### src/rtl/seq_feed_pkg.sv
// Shared Seq definitions: feeder state encodings, instruction field widths
// and the opcode subset the feeder's users reference.
package seq_feed_pkg;

  localparam int SeqOpWidth  = 4;
  localparam int SeqImmWidth = 8;

  typedef enum logic [1:0] {
    SeqFeed_Idle = 2'd0,
    SeqFeed_Run  = 2'd1,
    SeqFeed_Step = 2'd2
  } seq_feed_state_t;

  localparam logic [SeqOpWidth-1:0] Seq_NOP = 4'h0;
  localparam logic [SeqOpWidth-1:0] Seq_LDI = 4'h1;
  localparam logic [SeqOpWidth-1:0] Seq_EQI = 4'h5;

  function automatic logic [SeqOpWidth+SeqImmWidth-1:0] seq_inst(
    input logic [SeqOpWidth-1:0]  op,
    input logic [SeqImmWidth-1:0] imm
  );
    return {op, imm};
  endfunction

endpackage

### src/rtl/seq_feed_mem.sv
// Program store: synchronous RAM, one write and one read port, write-first.
// The read register holds when ren is low and is the only part reset clears.
module seq_feed_mem #(
  parameter int AddrSize = 8,
  parameter int InstSize = 12
) (
  input  logic                clock,
  input  logic                reset,
  input  logic                wen,
  input  logic [AddrSize-1:0] waddr,
  input  logic [InstSize-1:0] wdata,
  input  logic                ren,
  input  logic [AddrSize-1:0] raddr,
  output logic [InstSize-1:0] rdata
);

  logic [InstSize-1:0] mem_r [2**AddrSize];
  logic [InstSize-1:0] rdata_r;

  // Storage array write port; no reset so contents survive a reset.
  always_ff @(posedge clock) begin
    if (wen) begin
      mem_r[waddr] <= wdata;
    end
  end

  // Read register with same-address bypass of the incoming write.
  always_ff @(posedge clock) begin
    if (reset) begin
      rdata_r <= '0;
    end else if (ren) begin
      rdata_r <= (wen && (waddr == raddr)) ? wdata : mem_r[raddr];
    end
  end

  assign rdata = rdata_r;

endmodule

### src/rtl/seq_feed.sv
// Instruction feeder for Seq: runs, stops, single-steps and breaks on a
// host-loaded program, issuing one instruction per cycle on inst/inst_en.
module seq_feed
  import seq_feed_pkg::*;
#(
  parameter int AddrSize = 8,
  parameter int InstSize = SeqOpWidth + SeqImmWidth
) (
  input  logic                clock,
  input  logic                reset,
  input  logic [AddrSize-1:0] prog_addr,
  input  logic [InstSize-1:0] prog_data,
  input  logic                prog_wen,
  input  logic                start,
  input  logic [AddrSize-1:0] start_addr,
  input  logic                step,
  input  logic                stop,
  input  logic                brk_en,
  input  logic [AddrSize-1:0] brk_addr,
  input  logic [AddrSize-1:0] next,
  output logic [InstSize-1:0] inst,
  output logic                inst_en,
  output logic [AddrSize-1:0] pc,
  output logic [1:0]          state,
  output logic                prog_err
);

  seq_feed_state_t     state_r, state_nxt_s;
  logic [AddrSize-1:0] raddr_s;
  logic                issue_s;
  logic                brk_hit_s;
  logic                wen_s;
  logic [AddrSize-1:0] resume_r;
  logic [AddrSize-1:0] pc_r;
  logic                inst_en_r;
  logic                prog_err_r;

  assign wen_s = prog_wen && (state_r == SeqFeed_Idle);

  // Next state, read-address mux and the "issue next cycle" decision.
  always_comb begin
    state_nxt_s = state_r;
    raddr_s     = resume_r;
    issue_s     = 1'b0;
    brk_hit_s   = brk_en && (next == brk_addr);
    case (state_r)
      SeqFeed_Idle: begin
        if (start) begin
          state_nxt_s = SeqFeed_Run;
          raddr_s     = start_addr;
          issue_s     = 1'b1;
        end else if (step) begin
          state_nxt_s = SeqFeed_Step;
          raddr_s     = resume_r;
          issue_s     = 1'b1;
        end else begin
          state_nxt_s = SeqFeed_Idle;
        end
      end
      SeqFeed_Run: begin
        raddr_s = next;
        // A breakpoint suppresses the fetch so brk_addr is never issued.
        if (stop || brk_hit_s) begin
          state_nxt_s = SeqFeed_Idle;
        end else begin
          issue_s = 1'b1;
        end
      end
      SeqFeed_Step: begin
        state_nxt_s = SeqFeed_Idle;
      end
      default: begin
        state_nxt_s = SeqFeed_Idle;
      end
    endcase
  end

  // State, resume/pc registers, issue strobe and sticky error flag.
  always_ff @(posedge clock) begin
    if (reset) begin
      state_r    <= SeqFeed_Idle;
      resume_r   <= '0;
      pc_r       <= '0;
      inst_en_r  <= 1'b0;
      prog_err_r <= 1'b0;
    end else begin
      state_r   <= state_nxt_s;
      inst_en_r <= issue_s;
      if (issue_s) begin
        pc_r <= raddr_s;
      end
      // next always names the first unissued address, so stop and break
      // both leave resume pointing where execution should continue.
      if ((state_r == SeqFeed_Idle) && start) begin
        resume_r <= start_addr;
      end else if (inst_en_r) begin
        resume_r <= next;
      end
      if (prog_wen && (state_r != SeqFeed_Idle)) begin
        prog_err_r <= 1'b1;
      end
    end
  end

  seq_feed_mem #(
    .AddrSize(AddrSize),
    .InstSize(InstSize)
  ) u_mem (
    .clock(clock),
    .reset(reset),
    .wen  (wen_s),
    .waddr(prog_addr),
    .wdata(prog_data),
    .ren  (issue_s),
    .raddr(raddr_s),
    .rdata(inst)
  );

  assign inst_en  = inst_en_r;
  assign pc       = pc_r;
  assign state    = state_r;
  assign prog_err = prog_err_r;

endmodule

### config.mk
export PLATFORM = sky130hd
export DESIGN_NAME = seq_feed
export DESIGN_NICKNAME = d
export VERILOG_FILES = /design/src/rtl/seq_feed_pkg.sv /design/src/rtl/seq_feed_mem.sv /design/src/rtl/seq_feed.sv
export SDC_FILE = /design/constraint.sdc
export NUM_CORES = 2
export LEC_CHECK = 0
export ABC_AREA = 1
export ABC_CLOCK_PERIOD_IN_PS = 2850
export CAP_MARGIN = 20
export CORE_MARGIN = 2
export CORE_UTILIZATION = 25
export DETAILED_ROUTE_END_ITERATION = 16
export MAX_ROUTING_LAYER = met4
export PLACE_DENSITY = 0.49
export SYNTH_ARGS = -nofsm -noshare
export SYNTH_HDL_FRONTEND = slang
export SYNTH_SLANG_ARGS = --single-unit
### constraint.sdc
create_clock -name clock -period 2.85 [get_ports clock]
set_input_delay 0.57 -clock clock [delete_from_list [all_inputs] [get_ports clock]]
set_output_delay 0.57 -clock clock [all_outputs]
set_load 0.01 [all_outputs]
== Word-level counts from Yosys, hierarchy flattened ==
Memory sizes are Yosys's and may differ from the RTL's. A register that Yosys moved wholly into a read port is not among the register bits.
Index checks and enable logic that the tools add are counted.
W data, S select, Z words.
Storage, ports and cells
  bits in registers: 20
  bits in writable memories: 3072
  output and inout port bits: 24
  word-level logic and storage cells: 31
  memories kept: 1
Cells by class
  equality and inequality tests: 3
  multiplexer cells: 14
  reduce and logical (&&, ||, !) cells: 8
Memory list
  u_mem.mem_r: words 256, width 12, rd ports 1, clocked after memory_dff 1, wr ports 1, RTL line seq_feed_mem.sv:17  | logic [InstSize-1:0] mem_r [2**AddrSize];
Operators by type and width (count)
  $mux W8: 3
  $pmux W8 S2: 1
  $eq A8 B8 Y1: 1
  $mux W2: 3
  $mux W1: 5
  $logic_and A1 B1 Y1: 4
  $pmux W2 S2: 1
  $reduce_bool A2 Y1: 2
  $eq A2 B1 Y1 const B: 1
  $logic_not A2 Y1: 1
  $ne A2 B2 Y1 const B: 1
  $pmux W1 S2: 1
  $logic_or A1 B1 Y1: 1

== Logic depth before layout (Yosys ltp) ==
  depth in word-level cells: 5
  depth in mapped cells: 19

== By module ==
From an unflattened synthesis, not the netlist that was laid out.
Second synthesis, totals
  cell total of the unflattened synthesis: 10566
  area, all modules: 126141.0 µm²
Modules (own cells, without submodules)
  seq_feed_mem: instances 1, cells each 10389, area each 125002.4 µm²
  seq_feed: instances 1, cells each 177, area each 1138.6 µm²

== Least setup slack after synthesis ==
No wires, ideal clock.
  kind: reg-to-reg
  start: register state_r[1], in the netlist state[1]
  end: memory u_mem.mem_r[207][0], enable pin
  library setup time: 0.380 ns
  data arrival time: 2.009 ns
  path slack: 0.461 ns
  stages on the path, launching flop included: 8
  period minus slack after synthesis: 2.389 ns
  path through: dfxtp_1 nor2_2 nand2_1 clkinv_1 clkbuf_1 nand2_1 clkbuf_1 nor2_1
On the way
  word-level cells in the longest chain between the ends: 4
RTL lines
  from (decl): RTL line seq_feed.sv:28  | seq_feed_state_t state_r, state_nxt_s;
  from (signal assigned): RTL line seq_feed.sv:81  | state_r <= SeqFeed_Idle;
  from (signal assigned): RTL line seq_feed.sv:87  | state_r <= state_nxt_s;
  $logic_not A2 Y1: RTL line seq_feed.sv:38  | assign wen_s = prog_wen && (state_r == SeqFeed_Idle);
  $logic_and A1 B1 Y1: RTL line seq_feed.sv:38
  $mux W1: RTL line seq_feed_mem.sv:22  | if (wen) begin
  $mux W1 (implied by the code): RTL line seq_feed_mem.sv:23  | mem_r[waddr] <= wdata;
  to (decl): RTL line seq_feed_mem.sv:17
No other way between the ends.

== Worst setup path after layout ==
  start: register state_r[0], in the netlist state[0]
  end: register u_mem.rdata_r[8], in the netlist u_mem.rdata[8] (read register of u_mem.mem_r)
On the way
  word-level cells in the longest chain between the ends: 2
RTL lines
  $eq A2 B1 Y1 / $logic_not A2 Y1 (equally long branches): RTL line seq_feed.sv:46  | case (state_r)
  $pmux W8 S2 / $pmux W1 S2 (equally long branches): RTL line seq_feed.sv:46
  to (decl): RTL line seq_feed_mem.sv:18  | logic [InstSize-1:0] rdata_r;
Parallel ways exist; a longest one is shown, timed or not.
A chain may end at the register's enable or synchronous reset.

==> run summary <==
The detailed router's first-iteration violation count came out at 10.6k. Synthesis inferred 3104 register bits. For the via count of the first global-routing pass, the log shows 85.9k.

The minimum period implied by the final worst setup slack works out to 3040 ps. Maximum fanout along the worst path: 11. The tools report the fraction of power consumed by combinational cells as 0.172.

Die footprint: 512000 um^2. The most common cell in the synthesized netlist is nand3_1. Among all flip-flop cells after synthesis, the most frequent one is edfxtp_1. Path category of the worst min-delay check: in -> reg. The portion of the clock cycle consumed by the worst path in the final layout is 1.07, and the clock tree buffer depth is 4. Area share of fa/ha/maj cells after synthesis: 0.

The global-route wire length before repair is 637000 um. The run finished, with violations left. The placer congestion estimate was 0.878; the total net switching power was 32.2 mW. The required time of the critical path was 3700 ps; the number of nets at the end of the flow was 11.5k. Summed over all instances, the cell type with the most area after synthesis is edfxtp_1.

By area, the combinational part of the netlist is dominated by simple AND/OR/NAND/NOR gates. The tools report the count of vias placed by the detailed router as 90.0k. The floorplan step set the die height to 716 um. STA puts the critical path data arrival time at 3890 ps. The number of distinct library cells after synthesis is 33, and the final-report hold violation count is 0. The share of synthesized registers carrying an async set or reset is 0, and the total routing resource utilization after global routing is 0.174. The post-synthesis share of cell area spent on and, or, nand and nor gates works out to 0.232. The synthesized-area fraction occupied by xor and xnor cells is 0.000761. The synthesized area per cell is 12.0 um^2, and the part of the power in the clock network is 0.389. Clock tree synthesis found a total of 3104 sinks. Area share of the largest cell type after synthesis: 0.729. The sequential cell area fraction in the yosys report is 0.734, and the number of levels in the clock H-tree is 5. Dividing the detail-routed via count by the number of cells gives 4.87.

After detailed placement, the total cell area comes to 146000 um^2. The critical path goes through buf_4 -> inv_2 -> nor2_4 -> nand2_2 -> nand3_4 -> buf_12 -> inv_16 -> buf_4 -> bufbuf_16 -> nand3_1 -> nand3_1 -> nand3_1 -> nand3_2 -> nand3_2 -> nand3_4 -> buf_4 -> nand3_2 -> nand3_1 -> a21oi_2. In the routed design, unresolved DRC markers number 0. Setup repair after global routing could not meet its margin everywhere. After technology mapping, the gate count stands at 10.6k. The fraction of final layout cells with drive strength greater than 1 was 0.177. The startpoint-to-endpoint class of the critical path was reg -> reg.

The number of antenna violations at the first check in global routing came out at 35. The logs give 8 for the detailed-router iteration count before antenna repair and 0 for the number of max-slew violations in the final report. Among all stages on the critical path, the largest delay is contributed by dfxtp_4.

Ranked by total cell area, the synthesized netlist is headed by edfxtp_1 (73%), nand3_1 (15%), nand2_1 (7.0%). STA classifies the critical path endpoint as a flop. Entering global routing, the biggest net connects 97 pins. The mapped netlist covers 127000 um^2. The checks that failed: negative setup slack. The final antenna-violating net count was 0. The normalized max-slew margin is 0.493, and the growth of design area from synthesis to finish is 27.1%. The pre-CTS setup slack is -1590 ps. The largest single stage delay on the critical path is 360 ps. The number of nets in the synthesized netlist is 10.6k.

The worst setup path is launched from a flop. Among the stages of the critical path, the cell type that occurs most often is nand3_1. The logs give 117 ps for the worst clock skew and 82.7 mW for the internal power. The maximum resistive drop on vdd is 0.000531 V, and the wire length reported by the detailed router is 450000 um. During placement, the flow inserted port buffers numbering 74. Clock tree synthesis inserted a total of 357 buffers. For the area of all placed cells without fillers, the log shows 161000 um^2. The switching share of power was 0.280; the starting density of the core was 0.251. The clock input transition at the sequential cells of the worst setup and hold paths is 60 ps, and the leakage dissipation is 56.3 nW. In the synthesized netlist, the cells that appear most often are nand3_1 (3841), edfxtp_1 (3072), nand2_1 (2371). The complex-gate fraction of the synthesized area came out at 0.00390. During synthesis, Yosys emitted a total of 0 warnings. The tools report the sequential share of power as 0.439. TritonCTS built the clock tree. The number of enable flip-flop cells after synthesis came out at 3072.

The layout has 50.4k filler cells. The buffer cell driving the clock tree root is clkbuf_16. The transition time of the tightest slew-check pin is 759 ps. Row count: 261. For the remaining global-route overflow, the log shows 0.

The final count of negative-setup-slack endpoints was 13; the die outline width was 716 um. The run gives 970 ps as the insertion delay to the later sink of the worst-skew pair. The HPWL after detailed placement is 279000 um. Total I/O pin count: 75. The max-cap check violation count is 0. Dividing the detail-routed wire length by the instance count gives 24.3 um. Power spread over the standard cell area amounts to 714 nW/um^2. Multiplexer fraction of the synthesized cell area: 0. The core footprint was 505000 um^2. The final critical-path setup slack is -189 ps. The run gives 0.329 GHz as the achievable frequency.
cells by family after synthesis:
group,count (synthesis)
AOI/OAI and AO/OA,75
xor gates and xnor gates,11
buffers and inverters,859
DFF,3104
and+or+nand+nor,6522
power groups by stage:
stage                     clock network [mW]  logic (mW)  registers (mW)
after floorplan                            0        8.47            51.3
after global placement                     0        17.7            51.4
after detailed placement                   0        17.7            51.4
after CTS                               45.4        19.3            50.4
after global routing                    47.1        21.0            50.4
final                                   44.7        19.8            50.4
stage by stage:
| step | hold slack, ps | setup TNS (ps) | std cells | power, mW | util |
|---|---|---|---|---|---|
| 2_1_floorplan | 443 | 0 | 10571 | 59.8 | - |
| 3_3_place_gp | 465 | -165460 | 17733 | 69.1 | 0.289 |
| 3_5_place_dp | 475 | -157310 | 17733 | 69.1 | 0.289 |
| 4_1_cts | 3.68 | -1530 | 18446 | 115 | 0.317 |
| 5_1_grt | 34.5 | -2530 | 18483 | 119 | 0.319 |
| 6_report | 55.4 | -1990 | 18488 | 115 | 0.319 |
per-layer routing:
metal  share of wire  wire, um  vias to the layer above  global-route usage
met5               0         0                        -                   -
met4           0.029     13100                        0              0.0451
met3           0.081     36400                      592              0.0283
met2            0.45    201000                     3537               0.262
met1            0.44    200000                    45488               0.243
li1                -         -                    40334                   -
registers in the layout (all words and copies together), names as in the netlist:
signal,flops
inst_en,1
pc,8
prog_err,1
resume_r,8
state,2
u_mem.mem_r,3072
u_mem.rdata,12
final timing paths:
kind / start / slack (ps) / depth (start not counted) / to
hold reg to reg: resume_r[2] / 480 / 2 / resume_r[2]
setup / recovery: state[0] / -190 / 19 / u_mem.rdata[8]
hold / removal: prog_data[2] / 60 / 1 / u_mem.mem_r[48][2]
setup reg to reg: state[0] / -190 / 19 / u_mem.rdata[8]
worst max-delay path, delay by kind of cell (launching register included):
| kind | cells | cell delay, ps |
|---|---|---|
| AO/OA/AOI/OAI | 1 | 60 |
| buffers and inverters | 7 | 1180 |
| AND/OR/NAND/NOR | 11 | 1280 |
| flip-flops | 1 | 360 |
cells in the final DEF (no fill, tap or decap), types with 79 or more instances in the layout:
cell,synthesis,routed
buf_12,0,352
buf_4,6,795
clkbuf_1,309,86
clkbuf_16,0,371
clkinv_1,1,79
edfxtp_1,3072,3072
nand2_1,2371,2350
nand3_1,3841,3607
nand3_2,2,196
nor2_1,293,292
timing repair:
item / in CTS / in global routing
gates cloned: 29 / 10
hold endpoints to repair: 47 / 0
buffers inserted: 38 / 15
hold buffers: 6 / 0
endpoints found under the setup margin: 23 / 15
resized for setup: 326 / 102
pin swaps: 21 / 17
cell type report:
| cell class | count | area (um^2) | area share |
|---|---|---|---|
| diodes | 19 | 47.5 | 0.000295 |
| clock inverters | 194 | 1820 | 0.0113 |
| flip-flops and latches | 3104 | 92900 | 0.577 |
| well taps | 6706 | 8390 | 0.0521 |
| inverters | 58 | 297 | 0.00184 |
| repair buffers | 1350 | 16500 | 0.103 |
| repair inverters | 1 | 8.76 | 0.0000544 |
| multi-input cells | 6608 | 31600 | 0.196 |
| clock buffers | 448 | 9380 | 0.0583 |
Note: power is estimated with default switching activity, not from simulation.
